==> src/rtl/div_pkg.sv <==
// rtl/div_pkg.sv - shared types and defaults for the restoring divider
package div_pkg;

  localparam int DIV_WIDTH = 8;

  typedef enum logic [1:0] {
    IDLE = 2'd0,
    RUN  = 2'd1,
    DONE = 2'd2
  } div_state_t;

endpackage

==> src/rtl/div_step.sv <==
// rtl/div_step.sv - one combinational restoring shift-and-trial-subtract iteration
module div_step #(
  parameter int WIDTH = 8
) (
  input  logic [WIDTH:0]   r,
  input  logic [WIDTH-1:0] q,
  input  logic [WIDTH-1:0] d,
  output logic [WIDTH:0]   r_next,
  output logic [WIDTH-1:0] q_next
);

  logic [WIDTH+1:0] r_shift;
  logic [WIDTH+1:0] trial;
  logic             negative;

  // One extra guard bit keeps the sign of the trial difference unambiguous.
  always_comb begin
    r_shift  = {r, q[WIDTH-1]};
    trial    = r_shift - {2'b00, d};
    negative = trial[WIDTH+1];
    r_next   = negative ? r_shift[WIDTH:0] : trial[WIDTH:0];
    q_next   = {q[WIDTH-2:0], ~negative};
  end

endmodule

==> src/rtl/restoring_divider.sv <==
// rtl/restoring_divider.sv - sequential unsigned restoring divider, one bit per clock
module restoring_divider
  import div_pkg::*;
#(
  parameter int WIDTH = DIV_WIDTH
) (
  input  logic             clk,
  input  logic             reset,
  input  logic             start,
  input  logic [WIDTH-1:0] dividend,
  input  logic [WIDTH-1:0] divisor,
  output logic             busy,
  output logic             done,
  output logic [WIDTH-1:0] quotient,
  output logic [WIDTH-1:0] remainder,
  output logic             div_by_zero
);

  localparam int CNT_W = $clog2(WIDTH) + 1;

  div_state_t       state;
  div_state_t       state_next;
  logic [CNT_W-1:0] count;
  logic [WIDTH-1:0] d_reg;
  logic [WIDTH-1:0] q_reg;
  logic [WIDTH:0]   r_reg;
  logic [WIDTH-1:0] q_next;
  logic [WIDTH:0]   r_next;
  logic             last_step;

  div_step #(.WIDTH(WIDTH)) u_step (
    .r      (r_reg),
    .q      (q_reg),
    .d      (d_reg),
    .r_next (r_next),
    .q_next (q_next)
  );

  assign last_step = (count == CNT_W'(WIDTH - 1));
  assign busy      = (state == RUN);
  assign done      = (state == DONE);

  always_ff @(posedge clk or posedge reset) begin
    if (reset) begin
      state <= IDLE;
    end else begin
      state <= state_next;
    end
  end

  always_comb begin
    state_next = state;
    case (state)
      IDLE:    if (start) state_next = (divisor == '0) ? DONE : RUN;
      RUN:     if (last_step) state_next = DONE;
      DONE:    state_next = IDLE;
      default: state_next = IDLE;
    endcase
  end

  always_ff @(posedge clk or posedge reset) begin
    if (reset) begin
      count       <= '0;
      d_reg       <= '0;
      q_reg       <= '0;
      r_reg       <= '0;
      quotient    <= '0;
      remainder   <= '0;
      div_by_zero <= 1'b0;
    end else begin
      case (state)
        IDLE: begin
          if (start) begin
            if (divisor != '0) begin
              d_reg <= divisor;
              q_reg <= dividend;
              r_reg <= '0;
              count <= '0;
            end else begin
              // Zero divisor bypasses RUN and reports a saturated quotient.
              quotient    <= '1;
              remainder   <= dividend;
              div_by_zero <= 1'b1;
            end
          end
        end
        RUN: begin
          r_reg <= r_next;
          q_reg <= q_next;
          count <= count + 1'b1;
          if (last_step) begin
            quotient    <= q_next;
            remainder   <= r_next[WIDTH-1:0];
            div_by_zero <= 1'b0;
          end
        end
        default: ;
      endcase
    end
  end

endmodule

==> config.mk <==
export PLATFORM = sky130hd
export DESIGN_NAME = restoring_divider
export DESIGN_NICKNAME = d
export VERILOG_FILES = /design/src/rtl/div_pkg.sv /design/src/rtl/div_step.sv /design/src/rtl/restoring_divider.sv
export SDC_FILE = /design/constraint.sdc
export NUM_CORES = 1
export LEC_CHECK = 0
export CORE_ASPECT_RATIO = 1.75
export CORE_MARGIN = 2
export CORE_UTILIZATION = 45
export CTS_CLUSTER_DIAMETER = 120
export CTS_CLUSTER_SIZE = 20
export DETAILED_ROUTE_END_ITERATION = 6
export HOLD_SLACK_MARGIN = 0.05
export PLACE_DENSITY = 0.79
export SYNTH_ARGS = -nofsm -noshare
export SYNTH_HDL_FRONTEND = slang
export SYNTH_SLANG_ARGS = --single-unit
==> constraint.sdc <==
create_clock -name clk -period 2.37 [get_ports clk]
set_input_delay 0.474 -clock clk [delete_from_list [all_inputs] [get_ports clk]]
set_output_delay 0.474 -clock clk [all_outputs]
set_load 0.05 [all_outputs]
# ---- Word level (Yosys, flattened, before mapping)
# Cells that the tools add are included.
dict set report word_totals {
  in_bits 19
  output_inout_bits 19
  reg_bits 48
}
dict set report classes {
  n_mux 26
  n_reduce_logical 8
  bitwise_logic 1
  n_eq_ne 7
  n_addsub 2
}
# cell count
set ops {}
lappend ops {{$mux 8} 8}
lappend ops {{$pmux 8 s2} 3}
lappend ops {{$mux 9} 3}
lappend ops {{$pmux 9 s2} 1}
lappend ops {{$sub 10x8->10} 1}
lappend ops {{$logic_not 8->1} 1}
lappend ops {{$mux 4} 2}
lappend ops {{$pmux 4 s2} 1}
lappend ops {{$reduce_bool 8->1} 1}
lappend ops {{$mux 2} 3}
lappend ops {{$ne 2x2->1 const B} 3}
lappend ops {{$reduce_and 3->1} 2}
lappend ops {{$add 4x1->4 const B} 1}
lappend ops {{$eq 4x3->1 const B} 1}
lappend ops {{$pmux 2 s2} 1}
lappend ops {{$reduce_and 4->1} 1}
lappend ops {{$mux 1} 3}
lappend ops {{$eq 2x1->1 const B} 1}
lappend ops {{$eq 2x2->1 const B} 1}
lappend ops {{$logic_not 2->1} 1}
lappend ops {{$ne 2x1->1 const B} 1}
lappend ops {{$pmux 1 s2} 1}
lappend ops {{$reduce_and 2->1} 1}
lappend ops {{$reduce_bool 2->1} 1}
lappend ops {{$not 1->1} 1}

# ---- Depth between registers and ports, before layout
# Gate-level depths: netlist of run 1.
dict set report logic_depth {
  ltp_word 4
  mapped_depth 10
  ltp_nobuf 10
}

# ---- Modules after synthesis
# From an unflattened synthesis of run 1, not the netlist that was laid out.
dict set report unflattened {
  cells_unflattened 223
  area_unflattened_um2 2618.8
}
# module instances cells_per_inst area_each_um2 seq_area_each_um2
set modules_own_cells {}
lappend modules_own_cells {restoring_divider 1 144 2000.7 1201.2}
lappend modules_own_cells {div_step 1 79 618.1 0.0}

# ---- Worst setup path after synthesis of run 1
# No wires, ideal clock.
dict set report synth_path {
  kind {register to register}
  startpoint {reg q_reg[7]}
  endpoint {reg r_reg[8]}
  t_arrival_ns 2.183
  stages_incl_launch_ff 11
  path_buffers 0
  period_less_slack_ns 2.314
  path_slack_ns 0.056
  setup_time_ns 0.132
  cell_sequence {dfrtp_1 inv_1 ha_1 inv_1 fa_1 a211oi_1 o21ai_0 a21o_1 a2111oi_2 xnor2_1 o21ai_1}
}
dict set report synth_via {
  elab_chain_len 3
}
# item line
set synth_lines {}
lappend synth_lines {{from (decl)} restoring_divider.sv:25} ;# logic [WIDTH-1:0] q_reg;
lappend synth_lines {{from (signal assigned)} restoring_divider.sv:76} ;# q_reg <= dividend;
lappend synth_lines {{from (signal assigned)} restoring_divider.sv:89} ;# q_reg <= q_next;
lappend synth_lines {{$sub 10x8->10} div_step.sv:19} ;# trial = r_shift - {2'b00, d};
lappend synth_lines {{$mux 9} div_step.sv:21} ;# r_next = negative ? r_shift[WIDTH:0] : trial[WIDTH:0];
lappend synth_lines {{$pmux 9 s2} restoring_divider.sv:71} ;# case (state)
lappend synth_lines {{to (signal assigned)} restoring_divider.sv:88} ;# r_reg <= r_next;
lappend synth_lines {{to (decl)} restoring_divider.sv:26} ;# logic [WIDTH:0] r_reg;
# Every way passes these cells.
# A chain may end at the register's enable or synchronous reset.

# ---- Final worst setup path of run 1
dict set report layout_path {
  startpoint {reg d_reg[0]}
  endpoint {reg remainder[1]}
}
dict set report layout_via {
  elab_chain_len 4
}
# item line
set layout_lines {}
lappend layout_lines {{from (decl)} restoring_divider.sv:24} ;# logic [WIDTH-1:0] d_reg;
lappend layout_lines {{from (signal assigned)} restoring_divider.sv:75} ;# d_reg <= divisor;
lappend layout_lines {{$sub 10x8->10} div_step.sv:19}
lappend layout_lines {{$mux 9} div_step.sv:21}
lappend layout_lines {{$mux 8} restoring_divider.sv:91} ;# if (last_step) begin
lappend layout_lines {{$pmux 8 s2} restoring_divider.sv:71}
lappend layout_lines {{to (signal assigned)} restoring_divider.sv:82} ;# remainder <= dividend;
lappend layout_lines {{to (signal assigned)} restoring_divider.sv:93} ;# remainder <= r_next[WIDTH-1:0];
lappend layout_lines {{to (decl)} restoring_divider.sv:15} ;# output logic [WIDTH-1:0] remainder,
# Every way passes these cells. The select of a mux whose other input is x is not followed.

==> results of run 1 <==
## layout make-up
class | instances | area (um^2) | share of cell area (%)
Multi-Input combinational cell | 204 | 1344 | 38.90
Inverter | 20 | 75.07 | 2.173
Timing Repair Buffer | 67 | 640.6 | 18.54
Sequential cell | 48 | 1201 | 34.77
Clock inverter | 1 | 30.03 | 0.8693
Clock buffer | 5 | 68.82 | 1.992
Tap cell | 76 | 95.09 | 2.753
## stage by stage
stage / hold WS, ps / util (%) / TNS, ps / instance area, um^2
after floorplan: 466.9 / - / 0 / 2582
after global placement: 491.4 / 58.49 / -2163 / 3241
after detailed placement: 497.9 / 58.49 / -2791 / 3241
after CTS: 509.1 / 60.64 / -3.208 / 3359
after global routing: 532.1 / 62.35 / -626.9 / 3455
final: 508.1 / 62.35 / 0 / 3455
## worst register-to-register path: cells and delay by family, from the launching register on
kind                       cells  cell delay [ps]
DFF                            1              430
adders and majority gates      1              190
AOI/OAI and AO/OA              2              710
buffers and inverters          1              130
and+or+nand+nor                4              750
## what timing repair did
action | CTS | global route
setup buffers | 0 | 1
pin swaps | 0 | 11
resized for setup | 4 | 18
setup endpoints to repair | 2 | 11
## per-layer routing
layer	GRT usage (%)	vias to the layer above	wire [um]	part of all wire, %
li1	-	1123	-	-
met4	9.006	0	242	3.7
met1	24.86	1116	2470	38
met2	39.59	91	3574	54
met3	3.607	23	299	4.5
met5	0	-	0	0
## how the worst min path moves through the flow
stage	start	endpoint	slack, ps
2_1_floorplan	count[0]	count[0]	470
3_3_place_gp	remainder[0]	remainder[0]	490
3_5_place_dp	count[0]	count[0]	500
4_1_cts	count[0]	count[0]	510
5_1_grt	remainder[0]	remainder[0]	530
6_report	count[0]	count[0]	510
## cell usage in the layout (no fill, tap or decap), types with 4 or more instances in the layout
| cell type | n |
|---|---|
| dfrtp_1 | 48 |
| nand2_1 | 47 |
| clkdlybuf4s50_1 | 35 |
| nor2_1 | 31 |
| buf_4 | 28 |
| a31oi_1 | 21 |
| inv_1 | 17 |
| o21ai_0 | 17 |
| a21oi_1 | 12 |
| ha_1 | 7 |
| clkbuf_8 | 5 |
| xor2_1 | 4 |
| buf_12 | 4 |
## cells by family after synthesis
kind of cell / share of synthesized area [%]
AOI/OAI and AO/OA: 21.41
xor gates and xnor gates: 2.035
adders and majority gates: 5.136
buffers and inverters: 5.620
DFF: 46.51
muxes: 1.211
and+or+nand+nor: 18.07
==> flow_summary.toml, run 1 <==
[route]
drc = 0
routed_wl_mm = 6.585
final_antenna_net_count = 0
dr.pass1.iters = 5
vias_per_cell = 5.589
drt-initial-drc-count = 155
wire_per_inst_um = 15.64
num_vias = 2353

[yosys]
yosys.cell_types.count = 51
async_reset_ff_share_pct = 100.0
ys.flop_type = "dfrtp_1"
netlist_top_cells_area = "dfrtp_1 47%, nand2_1 6.8%, a31oi_1 5.3%"
synthCells = 285
seq_area_frac_synth_pct = 46.51
yosysTopAreaCellShare_pct = 46.51
synth_seq_cells = 48
yosys-top-cells-count = "48 x dfrtp_1, 47 x nand2_1, 32 x nor2_1"
syn_nets = 314
synth-edff-count = 0
synth_top_area_cell = "dfrtp_1"
ys_warn_count = 0
yosysMostFrequentCell = "dfrtp_1"
syn_area_per_cell_um2 = 9.061
syn-cell-area_mm2 = 0.002582

[global_route]
grt.total_usage_pct = 22.30
grt_max_degree = 49
grt_pass1_vias = 2369
grt_pass1_wl_mm = 10.78
grt.overflow.total = 0
antenna_found_initial = 0

[clock_tree]
clock_path_buffers = 2
cts_num_sinks = 48
cts-root-buf = "clkbuf_8"
clkSlewWorstSetupHoldPaths_ps = 80
insertion_delay_ps = 300
hold_buffers = 0
cts_tree = "done"
cts_max_level = 2
cts_buffers = 5

[worst_setup_path]
end_kind = "flop"
cp_top_family = "simple AND/OR/NAND/NOR gates"
critPathLaunch = "d_reg[0]"
slowest_delay_ps = 430
crit_buf_inv = 1
critPathArrivalTime_ps = 2510
cp_cell_sequence = "ha_4 > buf_4 > nand3b_1 > a211oi_4 > or3_4 > nand2_4 > and3_4 > o32a_1"
worst_setup_path_start_kind = "flop"
rr_startpoint = "d_reg[0]"
crit_end = "remainder[1]"
reg2reg_to = "remainder[1]"
critical_path_depth = 8
crit_required_ps = 2560
reg2reg_depth = 8
cp_max_fo = 8
critical_path_class = "flop to flop"
cpMaxStageDelayCell = "dfrtp_1"
rrSetupSlack_ps = 50

[sta]
fmax_mhz = 431.8
drv_slew = 0
finalCriticalPeriod_ps = 2316
setup_viol = 0
worst_slack_ps = 54.37
skew_ps = 7.082
max_slew_margin_pct = 55.51
hold_viol_final = 0
worstMarginPinSlew_ps = 665.7
rsz0062_at_grt = "yes"
min_period_over_period_pct = 97.71

[run_status]
status = "finished, final reports clean"

[layout]
largest_register_ffs = 9
fin_nets = 375
diodes = 0
synthToLayoutAreaGrowth_pct = 33.77
drive_gt1_share_pct = 18.84
final_cells = 421
fillerInstances = 466

[floorplanning]
start_util_pct = 46.61
fp.dieW_um = 61.27
dieArea_mm2 = 0.006385
dieHeight_um = 104.2
ios = 38
coreArea_mm2 = 0.005540
num_rows = 36

[place]
io_buffers = 37
gp_congestion = 0.9253
post-place-cells = 414
post-dp-hpwl_mm = 4.872
place_ws_ps = -190.2

[flow_run]
cap_violations = 0

[worst_hold_path]
whs_path_depth = 1
hold_path.class = "flop to flop"
Power of run 1 is left out: the tool's default activity adds up to more than one toggle a clock period on the data nets, which glitch-free logic cannot reach.
==> run 2: changes to the inputs <==
--- a/config.mk
+++ b/config.mk
@@ -12,7 +12,7 @@
 export CTS_CLUSTER_SIZE = 20
 export DETAILED_ROUTE_END_ITERATION = 6
 export HOLD_SLACK_MARGIN = 0.05
-export PLACE_DENSITY = 0.79
+export PLACE_DENSITY_LB_ADDON = 0.2
 export SYNTH_ARGS = -nofsm -noshare
 export SYNTH_HDL_FRONTEND = slang
 export SYNTH_SLANG_ARGS = --single-unit
==> flow_summary.toml, run 2 (same netlist as run 1, synthesis figures left out) <==
[sta]
drv_slew = 0
min_period_over_period_pct = 96.09
finalCriticalPeriod_ps = 2277
skew_ps = 15.56
whs_ps = 503.9
hold_viol_final = 0
totalNegativeSetupSlack_ps = 0
fmax_mhz = 439.1
worstMarginPinSlew_ps = 679.8
setup_viol = 0
max_slew_margin_pct = 54.49

[clock_tree]
cts_max_level = 2
cts_tree = "done"
clock_path_buffers = 2
insertion_delay_ps = 300
cts_num_sinks = 48
cts_buffers = 5
cts-root-buf = "clkbuf_8"
clkSlewWorstSetupHoldPaths_ps = 90
hold_buffers = 0

[flow_run]
cap_violations = 0

[route]
num_vias = 2309
wire_per_inst_um = 15.22
routed_wl_mm = 6.485
drt-initial-drc-count = 119
vias_per_cell = 5.420
dr.pass1.iters = 4
drc = 0
final_antenna_net_count = 0

[worst_hold_path]
hold_path.class = "input pin to async pin"

[global_route]
grt_max_degree = 29
grt.overflow.total = 0
antenna_found_initial = 0
grt_pass1_wl_mm = 10.78
grt_pass1_vias = 2324
grt.total_usage_pct = 22.06

[layout]
layout_common_cells = "48 x dfrtp_1, 47 x nand2_1, 36 x clkdlybuf4s50_1"
synthToLayoutAreaGrowth_pct = 37.74
utilization_pct = 64.21
largest_register_ffs = 9
fin_nets = 379
diodes = 0
drive_gt1_share_pct = 19.71
final_common_cell = "dfrtp_1"

[floorplanning]
num_rows = 36
coreArea_mm2 = 0.005540
ios = 38
dieArea_mm2 = 0.006385
dieHeight_um = 104.2
start_util_pct = 46.61
fp.dieW_um = 61.27

[worst_setup_path]
critical_path_class = "flop to flop"
cpMaxStageDelayCell = "dfrtp_1"
end_kind = "flop"
worst_setup_path_start_kind = "flop"
cp_top_family = "compound AO/OA/AOI/OAI gates"
crit_buf_inv = 2
critPathArrivalTime_ps = 2450
cp_cell_sequence = "ha_1 > buf_4 > nand2_1 > a211oi_4 > buf_4 > o21ai_2 > nand2_2 > and3_1 > o32a_1"
cp_max_fo = 9
path_common_cell = "buf_4"
crit_required_ps = 2540
slowest_delay_ps = 430

[place]
io_buffers = 37
post-dp-hpwl_mm = 4.973
gp_congestion = 0.8311

[run_status]
status = "finished, final reports clean"
-- run 2: changes by cell type in the layout (fill, tap and decap cells not counted), sizes merged --
cell / before / now
clkdlybuf4s50: 35 / 36
buf: 32 / 35
clkinvlp: 0 / 1
bufinv: 1 / 2
inv: 20 / 19
-- run 2: layout make-up --
class,count,area [um^2]
well taps,76,95.09
repair buffers,71,685.7
clock buffers,5,68.82
flip-flops and latches,48,1201
inverters,20,78.83
multi-input cells,204,1368
fillers,460,1983
clock inverters,2,60.06
-- run 2: timing repair --
item                                    in CTS  in global routing
gates cloned                                 0                  0
resized for setup                            7                 17
endpoints found under the setup margin       2                 21
pin swaps                                    3                  8
buffers inserted                             0                  4
-- run 2: per-layer routing --
layer | routed length (um) | vias up | track usage (%)
li1 | - | 1132 | -
met1 | 2492 | 1125 | 25.44
met2 | 3641 | 40 | 38.60
met3 | 187 | 12 | 3.358
met4 | 162 | 0 | 8.696
met5 | 0 | - | 0
-- run 2: stage by stage --
stage / area, um^2 / std cells / setup WS [ps]
final: 3557 / 426 / 92.64
after global routing: 3557 / 426 / -24.28
after CTS: 3423 / 422 / -4.319
after detailed placement: 3263 / 415 / -251.4
after global placement: 3263 / 415 / -175.2
after floorplan: 2582 / 285 / 55.67
-- run 2: worst register-to-register path: stages, from the launching register on --
cell and delay (ps):
dfrtp_1 430, ha_1 330, buf_4 160, nand2_1 130, a211oi_4 70, buf_4 150, o21ai_2 160, nand2_2 150
and3_1 230, o32a_1 350
-- run 2: final timing paths --
kind                          start            to  slack (ps)  cells after the start
max                        r_reg[3]  remainder[1]          90                      9
min                           reset      count[1]         500                      2
max reg2reg                r_reg[3]  remainder[1]          90                      9
min reg2reg                count[0]      count[0]         520                      1
max in group asynchronous     reset      r_reg[5]        1350                      3
min in group clk           count[0]      count[0]         520                      1
Power of run 2 is left out for the same reason.
==> run 3: changes to the inputs <==
--- a/config.mk
+++ b/config.mk
@@ -13,6 +13,7 @@
 export DETAILED_ROUTE_END_ITERATION = 6
 export HOLD_SLACK_MARGIN = 0.05
 export PLACE_DENSITY_LB_ADDON = 0.2
+export REMOVE_ABC_BUFFERS = 1
 export SYNTH_ARGS = -nofsm -noshare
 export SYNTH_HDL_FRONTEND = slang
 export SYNTH_SLANG_ARGS = --single-unit
==> constraint.sdc (replaced) <==
create_clock -name clk -period 2.7 [get_ports clk]
set_input_delay 0.54 -clock clk [delete_from_list [all_inputs] [get_ports clk]]
set_output_delay 0.54 -clock clk [all_outputs]
set_load 0.05 [all_outputs]
==> flow_summary.toml, run 3 (same netlist as run 1, synthesis figures left out) <==
[run_status]
status = "finished, final reports clean"

[worst_setup_path]
slowest_delay_ps = 400
critical_path_class = "flop to flop"
crit_buf_inv = 2
critical_path_depth = 10
reg2reg_depth = 10
worst_setup_path_start_kind = "flop"
cp_cell_sequence = "inv_1 > ha_1 > inv_1 > fa_2 > a211oi_2 > o21ai_1 > a21o_1 > a2111oi_4 > xnor2_1 > o21ai_1"
crit_required_ps = 2890
cp_top_family = "compound AO/OA/AOI/OAI gates"
cp_max_fo = 3
critPathArrivalTime_ps = 2690
rrSetupSlack_ps = 200
cpMaxStageDelayCell = "a2111oi_4"
end_kind = "flop"

[global_route]
grt_pass1_wl_mm = 10.58
antenna_found_initial = 0
grt_pass1_vias = 2237
grt.total_usage_pct = 21.77
grt.overflow.total = 0
grt_max_degree = 29

[route]
dr.pass1.iters = 5
drt-initial-drc-count = 82
drc = 0
vias_per_cell = 5.472
final_antenna_net_count = 0
wire_per_inst_um = 15.32
routed_wl_mm = 6.203
num_vias = 2216

[worst_hold_path]
hold_path.class = "flop to flop"
whs_path_depth = 1

[clock_tree]
cts_num_sinks = 48
clock_path_buffers = 2
cts_buffers = 5
insertion_delay_ps = 310
cts-root-buf = "clkbuf_8"
clkSlewWorstSetupHoldPaths_ps = 100
cts_max_level = 2
cts_tree = "done"
hold_buffers = 0
cts_setup_buffers = 0

[place]
io_buffers = 37
place_ws_ps = 16.72
gp_congestion = 0.9207
post-dp-hpwl_mm = 4.654

[sta]
totalNegativeSetupSlack_ps = 0
hold_viol_final = 0
worst_slack_ps = 195.2
worstMarginPinSlew_ps = 530.8
drv_slew = 0
finalCriticalPeriod_ps = 2505
rsz0062_at_grt = "no"
fmax_mhz = 399.2
min_period_over_period_pct = 92.77
max_slew_margin_pct = 64.52
skew_ps = 11.16
setup_viol = 0

[layout]
fin_nets = 357
drive_gt1_share_pct = 10.64
synthToLayoutAreaGrowth_pct = 25.19
diodes = 0
fillerInstances = 515
final_common_cell = "dfrtp_1"
largest_register_ffs = 9
layout_common_cells = "48 x dfrtp_1, 47 x nand2_1, 36 x clkdlybuf4s50_1"

[floorplanning]
coreArea_mm2 = 0.005540
num_rows = 36
start_util_pct = 46.61
fp.dieW_um = 61.27
dieHeight_um = 104.2
dieArea_mm2 = 0.006385
ios = 38

[flow_run]
cap_violations = 0
run 3: cell count changes in the layout (fill, tap and decap cells not counted), sizes merged:
cell      previous run  this run
clkbuf               5         6
buf                 35        13
bufinv               2         0
clkinvlp             1         2
inv                 19        20
run 3: routing by layer:
layer | vias up | GRT usage [%] | wire length (um)
li1 | 1082 | - | -
met1 | 1066 | 26.03 | 2492
met2 | 52 | 36.70 | 3314
met3 | 16 | 2.861 | 185
met4 | 0 | 10.25 | 210
met5 | - | 0 | 0
run 3: path summary, 6_finish.rpt:
check | from | end
min | count[2] | count[2]
max | q_reg[7] | r_reg[8]
min in group asynchronous | reset | count[1]
max reg2reg | q_reg[7] | r_reg[8]
min reg2reg | count[2] | count[2]
max in group asynchronous | reset | r_reg[2]
run 3: final cells by class:
type	count	area (um^2)	area share [%]
inverter	20	75.07	2.322
timing repair buffer	49	508.0	15.71
multi-input combinational	204	1256	38.85
clock inverter	2	15.01	0.4644
tap	76	95.09	2.941
sequential	48	1201	37.15
clock buffer	6	82.58	2.554
run 3: timing repair:
item	4_1_cts	5_1_grt
gates resized for setup	1	3
cloned	0	0
endpoints found under the setup margin	1	2
pin swaps	0	1
run 3: per-stage QoR:
step                std cells  cell area [um^2]  hold slack (ps)  utilization [%]
floorplan                 272              2512            466.9                -
global placement          397              3115            494.8            56.23
detailed placement        397              3115            507.7            56.23
CTS                       405              3226            517.5            58.22
global route              405              3233            548.8            58.36
finish                    405              3233            520.8            58.36
Power of run 3 is left out for the same reason.
